`config.mk`:
```
export PLATFORM = sky130hd
export DESIGN_NAME = ram_loader
export DESIGN_NICKNAME = d
export VERILOG_FILES = /design/src/rtl/ram_loader.sv
export SDC_FILE = /design/constraint.sdc
export NUM_CORES = 1
export LEC_CHECK = 0
export BUFFER_PORTS_ARGS = -buffer_cell sky130_fd_sc_hd__buf_2
export CORE_MARGIN = 2
export CORE_UTILIZATION = 56
export DETAILED_ROUTE_END_ITERATION = 8
export PLACE_DENSITY_LB_ADDON = 0.1
export SLEW_MARGIN = 20
export SYNTH_ARGS = -nofsm -noshare
export SYNTH_HDL_FRONTEND = slang
export SYNTH_SLANG_ARGS = --single-unit
```
`constraint.sdc`:
```
create_clock -name clk -period 2.9 [get_ports clk]
set_input_delay 0.29 -clock clk [delete_from_list [all_inputs] [get_ports clk]]
set_output_delay 0.29 -clock clk [all_outputs]
set_load 0.1 [all_outputs]
```
`src/rtl/ram_loader.sv`:
```
// Stream loader: writes a picture one pixel per beat, or weights packed nine
// beats to a word, into external pixel/weight memories.
module ram_loader #(
  parameter int picture_size     = 28,
  parameter int SIZE_1           = 8,
  parameter int SIZE_9           = 72,
  parameter int SIZE_address_pix = 13,
  parameter int SIZE_address_wei = 9,
  parameter int NUM_WEI          = 257
) (
  input  logic                        clk,
  input  logic                        rst_n,
  input  logic                        start,
  input  logic                        mode,
  input  logic [SIZE_1-1:0]           in_data,
  input  logic                        in_valid,
  output logic                        in_ready,
  output logic [SIZE_1-1:0]           dp,
  output logic [SIZE_address_pix-1:0] write_addressp,
  output logic                        we_p,
  output logic [SIZE_9-1:0]           dw,
  output logic [SIZE_address_wei-1:0] write_addressw,
  output logic                        we_w,
  output logic                        busy,
  output logic                        done,
  output logic [1:0]                  state_o
);

  // Handshake: a beat transfers on a rising edge where in_valid && in_ready;
  // in_ready depends only on state, never on in_valid.
  typedef enum logic [1:0] {IDLE = 2'd0, LOAD_P = 2'd1, LOAD_W = 2'd2, DONE = 2'd3} state_t;

  localparam logic [SIZE_address_pix-1:0] PIX_LAST = SIZE_address_pix'(picture_size*picture_size-1);
  localparam logic [SIZE_address_wei-1:0] WEI_LAST = SIZE_address_wei'(NUM_WEI-1);

  state_t                        state_q, state_d;
  logic [SIZE_address_pix-1:0]   pix_cnt_q, pix_cnt_d;
  logic [SIZE_address_wei-1:0]   grp_cnt_q, grp_cnt_d;
  logic [3:0]                    beat_q, beat_d;
  logic [SIZE_9-1:0]             pack_q, pack_d;
  logic [SIZE_1-1:0]             dp_q, dp_d;
  logic [SIZE_address_pix-1:0]   addrp_q, addrp_d;
  logic                          we_p_q, we_p_d;
  logic [SIZE_9-1:0]             dw_q, dw_d;
  logic [SIZE_address_wei-1:0]   addrw_q, addrw_d;
  logic                          we_w_q, we_w_d;
  logic                          accept;

  always_ff @(posedge clk or negedge rst_n) begin
    if (!rst_n) begin
      state_q   <= IDLE;
      pix_cnt_q <= '0;
      grp_cnt_q <= '0;
      beat_q    <= '0;
      pack_q    <= '0;
      dp_q      <= '0;
      addrp_q   <= '0;
      we_p_q    <= 1'b0;
      dw_q      <= '0;
      addrw_q   <= '0;
      we_w_q    <= 1'b0;
    end else begin
      state_q   <= state_d;
      pix_cnt_q <= pix_cnt_d;
      grp_cnt_q <= grp_cnt_d;
      beat_q    <= beat_d;
      pack_q    <= pack_d;
      dp_q      <= dp_d;
      addrp_q   <= addrp_d;
      we_p_q    <= we_p_d;
      dw_q      <= dw_d;
      addrw_q   <= addrw_d;
      we_w_q    <= we_w_d;
    end
  end

  assign in_ready = (state_q == LOAD_P) || (state_q == LOAD_W);
  assign accept   = in_valid && in_ready;

  always_comb begin
    state_d   = state_q;
    pix_cnt_d = pix_cnt_q;
    grp_cnt_d = grp_cnt_q;
    beat_d    = beat_q;
    pack_d    = pack_q;
    dp_d      = dp_q;
    addrp_d   = addrp_q;
    we_p_d    = 1'b0;
    dw_d      = dw_q;
    addrw_d   = addrw_q;
    we_w_d    = 1'b0;
    case (state_q)
      IDLE: begin
        if (start) begin
          pix_cnt_d = '0;
          grp_cnt_d = '0;
          beat_d    = '0;
          pack_d    = '0;
          state_d   = mode ? LOAD_W : LOAD_P;
        end
      end
      LOAD_P: begin
        if (accept) begin
          dp_d      = in_data;
          addrp_d   = pix_cnt_q;
          we_p_d    = 1'b1;
          pix_cnt_d = pix_cnt_q + SIZE_address_pix'(1);
          if (pix_cnt_q == PIX_LAST) state_d = DONE;
        end
      end
      LOAD_W: begin
        if (accept) begin
          // Shift left so the first beat of a group ends in the top slot.
          if (beat_q == 4'd8) begin
            dw_d      = {pack_q[SIZE_9-SIZE_1-1:0], in_data};
            addrw_d   = grp_cnt_q;
            we_w_d    = 1'b1;
            beat_d    = '0;
            pack_d    = '0;
            grp_cnt_d = grp_cnt_q + SIZE_address_wei'(1);
            if (grp_cnt_q == WEI_LAST) state_d = DONE;
          end else begin
            pack_d = {pack_q[SIZE_9-SIZE_1-1:0], in_data};
            beat_d = beat_q + 4'd1;
          end
        end
      end
      default: state_d = IDLE;
    endcase
  end

  assign dp             = dp_q;
  assign write_addressp = addrp_q;
  assign we_p           = we_p_q;
  assign dw             = dw_q;
  assign write_addressw = addrw_q;
  assign we_w           = we_w_q;
  assign busy           = (state_q != IDLE);
  assign done           = (state_q == DONE);
  assign state_o        = state_q;

endmodule

```
==> flow_summary.toml, run 1 <==
[floorplan]
rows = 43
ios = 122
core_area_um2 = 13700
start_util_pct = 56.5
dieArea_um2 = 14800
die_h_um = 122
die_w_um = 122

[clocking]
numCtsBuffers = 17
htreeDepth = 4
clkSlewWorstSetupHoldPaths_ns = 0.07
cts_sinks = 196
clockBufferDepth = 2
cts_root_buf = "clkbuf_16"
cts_tree = "yes"
clock_latency_ns = 0.43

[final_layout]
fill_cells = 1009
layout-drive-gt1-share_pct = 40.6
nets = 694
instances_no_fill = 863
areaGrowthSynthToFinish_pct = 18.5
diodes = 0

[logic_synthesis]
yosys_warnings = 0
avgSynthCellArea_um2 = 14.0
ys_seq_area_share_pct = 63.2
synth-seq-cells = 196
synth_fp_nets = 576
synth_cells = 554
synth_area_um2 = 7760
ys_types = 47

[sta]
fin_worst_skew_ns = 0.00801
fin_crit_ns = 2.46
setup_viol = 0
tightest_slew_ns = 0.713
tns_ns = 0
rsz0062_at_grt = "no"
maxSlewViolCount = 0
fmax_mhz = 406
slew_headroom_pct = 52.3
period_share_pct = 84.9
hold_violations = 0

[route]
drc = 0
ant_nets = 0
wire_per_inst_um = 17.5
drt_iter0_drc = 286
num_vias = 5000
viasPerCell = 5.79
firstDrtPassIters = 4
drt-total-wl_um = 15100

[placed_design]
placed_cells = 832
numPortBuffers = 121
dp_hpwl_um = 10000
place_congestion = 0.853

[run]
cap_violations = 0

[setup_path]
end_kind = "flop"
cp_top_family = "simple AND/OR/NAND/NOR gates"
start_kind = "flop"
max_stage_delay_ns = 0.54
crit_slowest_cell = "or4_1"
crit_required_ns = 3.24
crit_type = "reg -> reg"
path_buf_inv = 1
path_max_fanout = 16
path_cells = "inv_1 -> ha_1 -> mux2i_1 -> or2_2 -> or4_1 -> a21oi_1"
arrival_ns = 2.80

[global_routing]
grt_antenna_before_repair = 0
grt_use_total_pct = 21.7
grt_start_max_net_pins = 73
grt_overflow_total = 0
grt_pass1_vias = 4922
grt_pass1_wl_um = 25000

[power]
power.leakage_nw = 4.80
irDropWorstVdd_uv = 889
powerDensity_nw_per_um2 = 856

[status]
outcome = "completed"

[worst_hold_path]
holdCritPathClass = "in -> reg"
kinds of logic after synthesis:
group	Yosys count	share of synthesized area [%]
AO/OA/AOI/OAI	120	12.2
adder cells (fa/ha/maj)	9	1.45
buffers and inverters	45	2.53
flip-flops	196	63.2
multiplexers	106	15.4
AND/OR/NAND/NOR	78	5.27
what timing repair did:
action / CTS / global route
hold endpoints to repair: 66 / 0
gates resized for setup: 0 / 0
hold buffers: 1 / 0
setup buffers: 0 / 0
sequential cells by signal, indices dropped and copies added, names as in the netlist:
| register | count |
|---|---|
| pix_cnt_q | 13 |
| pack_q | 64 |
| we_w | 1 |
| dw | 72 |
| grp_cnt_q | 9 |
| dp | 8 |
| we_p | 1 |
| beat_q | 4 |
| state_o | 2 |
| write_addressp | 13 |
| write_addressw | 9 |
synth_stat cells, drive strengths merged:
library cell / instances / area (µm²)
o31ai: 5 / 37.5
buf: 17 / 91.3
nor3: 4 / 20.0
o22ai: 1 / 6.26
or4: 4 / 33.8
nand3b: 3 / 22.5
a21oi: 12 / 60.1
o41ai: 5 / 51.3
a221o: 1 / 10.0
and3: 2 / 13.8
nor4: 2 / 12.5
or3: 3 / 18.8
o21a: 2 / 15.0
nor3b: 1 / 7.51
nand2b: 1 / 6.26
a31oi: 1 / 6.26
a31o: 2 / 17.5
nor2: 14 / 52.6
and2: 3 / 18.8
nand3: 9 / 45.0
or3b: 1 / 8.76
nor2b: 2 / 12.5
o21ai: 17 / 85.1
clkbuf: 15 / 56.3
a211o: 1 / 8.76
nand2: 20 / 75.1
o21bai: 1 / 7.51
a22o: 68 / 597
inv: 13 / 48.8
nand4: 6 / 37.5
mux2i: 2 / 20.0
or2: 1 / 6.26
a41o: 1 / 10.0
and4: 1 / 8.76
mux2: 104 / 1170
dfrtp: 196 / 4900
a211oi: 1 / 7.51
and3b: 1 / 8.76
o2111ai: 1 / 8.76
a2111oi: 1 / 15.0
ha: 9 / 113
power by group:
| part | leakage, nW | switching, mW | internal, mW |
|---|---|---|---|
| combinational | 1.81 | 1.99 | 0.522 |
| sequential | 2.71 | 0.138 | 2.93 |
| clock | 0.281 | 0.993 | 1.29 |
| total | 4.80 | 3.12 | 4.74 |
layer usage:
| layer | up-vias | share of wire (%) | GRT usage, % |
|---|---|---|---|
| met5 | - | 0 | 0 |
| met4 | 0 | 1.8 | 8.91 |
| met3 | 18 | 4.4 | 5.15 |
| met2 | 114 | 48 | 34.3 |
| met1 | 2583 | 45 | 29.2 |
| li1 | 2285 | - | - |
final timing paths:
path	from	endpoint	slack, ns	cells after the start
worst max register to register	state_o[0]$_DFFE_PN0P_	grp_cnt_q[6]$_DFFE_PN0P_	0.44	6
max in group asynchronous	rst_n	pack_q[37]$_DFFE_PN0P_	1.72	3
min in group asynchronous	rst_n	dw[64]$_DFFE_PN0P_	0.41	2
worst min-delay path	in_data[6]	pack_q[6]$_DFFE_PN0P_	0.11	2
worst max-delay path	state_o[0]$_DFFE_PN0P_	grp_cnt_q[6]$_DFFE_PN0P_	0.44	6
worst min register to register	write_addressp[1]$_DFFE_PN0P_	write_addressp[1]$_DFFE_PN0P_	0.50	1
layout make-up:
| class | instances | area, µm² | area share (%) |
|---|---|---|---|
| clock inverters | 11 | 129 | 1.40 |
| repair buffers | 131 | 767 | 8.34 |
| flip-flops and latches | 196 | 4910 | 53.4 |
| inverters | 13 | 48.8 | 0.531 |
| multi-input cells | 313 | 2670 | 29.1 |
| well taps | 180 | 225 | 2.45 |
| clock buffers | 19 | 443 | 4.82 |
through the flow:
step / setup slack, ns / instance area [µm²] / hold slack, ns / power (mW) / utilization [%]
after floorplan: 0.167 / 7760 / -0.00559 / 5.13 / -
after global placement: 0.541 / 8610 / 0.319 / 5.59 / 62.8
after detailed placement: 0.452 / 8610 / 0.322 / 5.64 / 62.8
after CTS: 0.439 / 9190 / 0.0876 / 7.93 / 67.0
after global routing: 0.254 / 9190 / 0.102 / 8.22 / 67.0
final: 0.438 / 9190 / 0.108 / 7.87 / 67.0
placed cells by master, fill, tap and decap left out, types with 3 or more instances in the layout:
| master | count |
|---|---|
| o31ai_1 | 5 |
| nand4_1 | 6 |
| o41ai_1 | 4 |
| or3_1 | 3 |
| nor2_1 | 13 |
| inv_1 | 13 |
| mux2_2 | 104 |
| dfrtp_1 | 194 |
| ha_1 | 8 |
| or4_1 | 3 |
| nor3_1 | 4 |
| buf_4 | 3 |
| clkbuf_16 | 17 |
| a22o_1 | 67 |
| nand3_1 | 9 |
| buf_12 | 6 |
| buf_2 | 120 |
| nand2_1 | 20 |
| clkinv_2 | 3 |
| a21oi_1 | 12 |
| nand3b_1 | 3 |
| and2_1 | 3 |
| o21ai_0 | 16 |
(Power assumes the default switching activity.)
==> run 2, diff against run 1 <==
==> constraint.sdc (replaced) <==
create_clock -name clk -period 2.4 [get_ports clk]
set_input_delay 0.24 -clock clk [delete_from_list [all_inputs] [get_ports clk]]
set_output_delay 0.24 -clock clk [all_outputs]
set_load 0.1 [all_outputs]
==> run 2 against run 1 <==
Fmax is 11% higher. Global-route usage fell by 0.50 points. Largest cell class unchanged. Highest routed layer unchanged. Clock-buffer cell count rose by 2. Critical endpoint is now grp_cnt_q[7]$_DFFE_PN0P_. Via count decreased by 0.86%.
==> flow_summary.toml, run 2 (synthesis gave the netlist of run 1 again) <==
[sta]
maxSlewViolCount = 0
tightest_slew_ns = 0.641
period_share_pct = 92.5
setup_viol = 0
hold_violations = 0
fin_crit_ns = 2.22
fin_worst_skew_ns = 0.00689
fmax_mhz = 450
rsz0062_at_grt = "no"
tns_ns = 0
slew_headroom_pct = 57.0

[route]
firstDrtPassIters = 4
drt_iter0_drc = 236
drc = 0
ant_nets = 0
drt-total-wl_um = 15000
wire_per_inst_um = 17.2
viasPerCell = 5.70
num_vias = 4957

[clocking]
cts_setup_buffers = 0
numCtsBuffers = 17
cts_tree = "yes"
clock_latency_ns = 0.42
cts_root_buf = "clkbuf_16"
clockBufferDepth = 2
clkSlewWorstSetupHoldPaths_ns = 0.07
htreeDepth = 4
cts_sinks = 196

[setup_path]
arrival_ns = 2.57
start_kind = "flop"
path_max_fanout = 6
crit_type = "reg -> reg"
max_stage_delay_ns = 0.50
cp_top_family = "compound AO/OA/AOI/OAI gates"
path_cells = "inv_2 -> ha_1 -> mux2i_1 -> a2111oi_2 -> or3b_2 -> a21oi_1"
path_buf_inv = 1
crit_slowest_cell = "dfrtp_4"
end_kind = "flop"
crit_required_ns = 2.75

[final_layout]
mostFrequentLayoutCell = "dfrtp_1"
fill_cells = 1009
layout-drive-gt1-share_pct = 41.2
largest_reg_flops = 72
areaGrowthSynthToFinish_pct = 18.9
diodes = 0
most-common-layout-cells = "dfrtp_1 (194), buf_2 (120), mux2_2 (104), a22o_1 (67), nand2_1 (20)"
nets = 698

[status]
outcome = "completed"

[floorplan]
start_util_pct = 56.5
core_area_um2 = 13700
rows = 43
die_w_um = 122
die_h_um = 122
ios = 122
dieArea_um2 = 14800

[global_routing]
grt_antenna_before_repair = 0
grt_pass1_vias = 4804
grt_use_total_pct = 21.2
grt_start_max_net_pins = 83
grt_overflow_total = 0
grt_pass1_wl_um = 24300

[worst_hold_path]
holdCritPathClass = "in -> reg"

[power]
irDropWorstVdd_uv = 1020
power.leakage_nw = 4.81
p_total_mw = 9.57
powerDensity_nw_per_um2 = 1040

[run]
cap_violations = 0

[placed_design]
dp_hpwl_um = 10100
numPortBuffers = 121
place_congestion = 0.792
==> run 2: through the flow <==
step	area (µm²)	hold WS [ns]	std cells	util, %	worst slack, ns
final	9220	0.0658	869	67.2	0.179
after global routing	9220	0.0576	869	67.2	0.0219
after detailed placement	8640	0.227	836	63.0	0.140
after global placement	8640	0.219	836	63.0	0.261
after CTS	9220	0.0498	869	67.2	0.146
after floorplan	7780	-0.0556	554	-	0.0280
==> run 2: area by class of cell <==
cell class	instances	area, µm²	area share (%)
Multi-Input combinational cell	313	2690	29.1
Clock buffer	21	450	4.88
Sequential cell	196	4910	53.3
Tap cell	180	225	2.44
Clock inverter	11	115	1.25
Timing Repair Buffer	135	785	8.51
Inverter	13	48.8	0.529
==> run 2: metal layers <==
layer	vias to the layer above	share of wire (%)	GRT usage (%)
li1	2284	-	-
met1	2527	46	28.7
met2	126	48	33.3
met3	20	4.7	5.81
met4	0	1.2	7.54
met5	-	0	0
==> run 2: worst reg2reg max path, cell delays in order (launching register included) <==
cell	delay [ns]
dfrtp_4	0.50
inv_2	0.10
ha_1	0.29
mux2i_1	0.18
a2111oi_2	0.46
or3b_2	0.48
a21oi_1	0.14
==> run 2: final timing paths <==
kind                                               startpoint  slack (ns)                            end  cells past startpoint
worst max register to register         state_o[0]$_DFFE_PN0P_        0.18       grp_cnt_q[7]$_DFFE_PN0P_                      6
worst min register to register  write_addressp[2]$_DFFE_PN0P_        0.50  write_addressp[2]$_DFFE_PN0P_                      1
worst min-delay path                               in_data[1]        0.07          pack_q[1]$_DFFE_PN0P_                      2
worst max-delay path                   state_o[0]$_DFFE_PN0P_        0.18       grp_cnt_q[7]$_DFFE_PN0P_                      6
max in group asynchronous                               rst_n        1.33         pack_q[24]$_DFFE_PN0P_                      3
min in group asynchronous                               rst_n        0.34                 we_w$_DFF_PN0_                      2
==> run 2: report_power, final <==
part	switching, mW	internal, mW	total, mW
Sequential	0.172	3.55	3.72
Combinational	2.45	0.694	3.14
Clock	1.23	1.48	2.71
Total	3.85	5.72	9.57
==> run 2: what timing repair did <==
action / in CTS / in global routing
endpoints found under the setup margin: 0 / 3
hold buffers: 1 / 0
endpoints found under the hold margin: 50 / 0
gates resized for setup: 0 / 1
==> run 3, diff against run 2 <==
--- a/config.mk
+++ b/config.mk
@@ -10,6 +10,7 @@
 export CORE_UTILIZATION = 56
 export DETAILED_ROUTE_END_ITERATION = 8
 export PLACE_DENSITY_LB_ADDON = 0.1
+export RECOVER_POWER = 25
 export SLEW_MARGIN = 20
 export SYNTH_ARGS = -nofsm -noshare
 export SYNTH_HDL_FRONTEND = slang
==> run 3 against run 2 <==
Via count about the same. First-iteration DRC count unchanged. Global-route usage unchanged. Core utilization down 0.19 points. Largest power group unchanged. Highest routed layer unchanged.
==> flow_summary.toml, run 3 (synthesis gave the netlist of run 1 again) <==
[global_routing]
grt_overflow_total = 0
grt_pass1_vias = 4804
grt_pass1_wl_um = 24300
grt_antenna_before_repair = 0
grt_start_max_net_pins = 83
grt_use_total_pct = 21.2

[floorplan]
ios = 122
rows = 43
die_w_um = 122
core_area_um2 = 13700
die_h_um = 122
dieArea_um2 = 14800
start_util_pct = 56.5

[final_layout]
nets = 698
areaGrowthSynthToFinish_pct = 18.5
largest_reg_flops = 72
register_area_um2 = 4910
fill_cells = 1016
layout-drive-gt1-share_pct = 41.2
diodes = 0
mostFrequentLayoutCell = "dfrtp_1"
fin_util_pct = 67.0
multi_input_area_um2 = 2690
most-common-layout-cells = "dfrtp_1 (194), buf_2 (120), mux2_2 (104), a22o_1 (67), nand2_1 (20)"

[power]
irDropWorstVdd_uv = 1020
powerDensity_nw_per_um2 = 1040
power.leakage_nw = 4.80

[placed_design]
numPortBuffers = 121
place_congestion = 0.792
dp_hpwl_um = 10100
preCtsSetupSlack_ns = 0.140

[worst_hold_path]
hold-path-cell-count = 2
holdCritPathClass = "in -> reg"
hp-start = "in_data[1]"
hold_path_end = "pack_q[1]$_DFFE_PN0P_"

[clocking]
numCtsBuffers = 17
clkSlewWorstSetupHoldPaths_ns = 0.07
cts_setup_buffers = 0
cts_root_buf = "clkbuf_16"
cts_sinks = 196
htreeDepth = 4
clock_latency_ns = 0.42
clockBufferDepth = 2
cts_tree = "yes"

[route]
drc = 0
firstDrtPassIters = 4
drt_iter0_drc = 236
met2WireLength_um = 7190
drt-total-wl_um = 15000
highest_layer = "met4"
ant_nets = 0
route.met3.wl_um = 710
viasPerCell = 5.70
wire_per_inst_um = 17.2
num_vias = 4956
wl_met1_um = 6870

[sta]
period_share_pct = 92.5
rsz0062_at_grt = "no"
fin_worst_skew_ns = 0.00688
hold_violations = 0
tightest_slew_ns = 1.28
setup_viol = 0
maxSlewViolCount = 0
worst_slack_ns = 0.180
tns_ns = 0
fmax_mhz = 451
fin_crit_ns = 2.22
slew_headroom_pct = 14.8

[setup_path]
arrival_ns = 2.57
max_stage_delay_ns = 0.50
rrSetupSlack_ns = 0.18
start_kind = "flop"
worstRegToRegCells = 6
end_kind = "flop"
path_max_fanout = 6
crit_required_ns = 2.75
timing.rr.start = "state_o[0]$_DFFE_PN0P_"
crit_slowest_cell = "dfrtp_4"
r2r-end = "grp_cnt_q[7]$_DFFE_PN0P_"
crit_type = "reg -> reg"
path_cells = "inv_2 -> ha_1 -> mux2i_1 -> a2111oi_2 -> or3b_2 -> a21oi_1"

[status]
outcome = "completed"

[run]
cap_violations = 0
[run 3: worst max-delay path, delay by kind of cell (launching register included)]
family | cells | cell delay [ns]
AOI/OAI and AO/OA | 2 | 0.60
adders and majority gates | 1 | 0.29
buffers and inverters | 1 | 0.10
DFF | 1 | 0.50
muxes | 1 | 0.18
and+or+nand+nor | 1 | 0.48
[run 3: how the worst max path moves through the flow]
stage,from,endpoint,cells after the start
final,state_o[0]$_DFFE_PN0P_,grp_cnt_q[7]$_DFFE_PN0P_,6
after global placement,state_o[1]$_DFFE_PN0P_,beat_q[3]$_DFFE_PN0P_,7
after floorplan,state_o[1]$_DFFE_PN0P_,pix_cnt_q[10]$_DFFE_PN0P_,6
after detailed placement,state_o[0]$_DFFE_PN0P_,beat_q[3]$_DFFE_PN0P_,7
after CTS,state_o[0]$_DFFE_PN0P_,pix_cnt_q[8]$_DFFE_PN0P_,6
after global routing,state_o[0]$_DFFE_PN0P_,grp_cnt_q[7]$_DFFE_PN0P_,6
[run 3: area by class of cell]
cell class                 instances  share of cell area, %
tap                              180                   2.45
clock buffer                      21                   4.90
timing repair buffer             135                   8.25
inverter                          13                  0.531
sequential                       196                   53.4
multi-input combinational        313                   29.2
clock inverter                    11                   1.25
[run 3: stage by stage]
step / hold slack (ns) / area (µm²) / std cells / total power [mW]
after floorplan: -0.0556 / 7780 / 554 / 6.25
after global placement: 0.219 / 8640 / 836 / 6.85
after detailed placement: 0.227 / 8640 / 836 / 6.93
after CTS: 0.0498 / 9220 / 869 / 9.65
after global routing: 0.0576 / 9200 / 869 / 9.98
final: 0.0662 / 9200 / 869 / 9.57
[run 3: where the power goes]
group	internal [mW]	switching [mW]	leakage [nW]
combinational	0.689	2.45	1.82
sequential	3.55	0.172	2.71
clock	1.48	1.23	0.264
[run 3: metal layers]
metal,up-vias,track usage [%]
met2,120,33.3
li1,2288,-
met1,2528,28.7
met3,20,5.81
met5,-,0
met4,0,7.54
[run 3: what timing repair did]
action,in CTS,in global routing
setup endpoints to repair,0,3
hold buffers,1,0
resized for setup,0,1
hold endpoints to repair,50,0
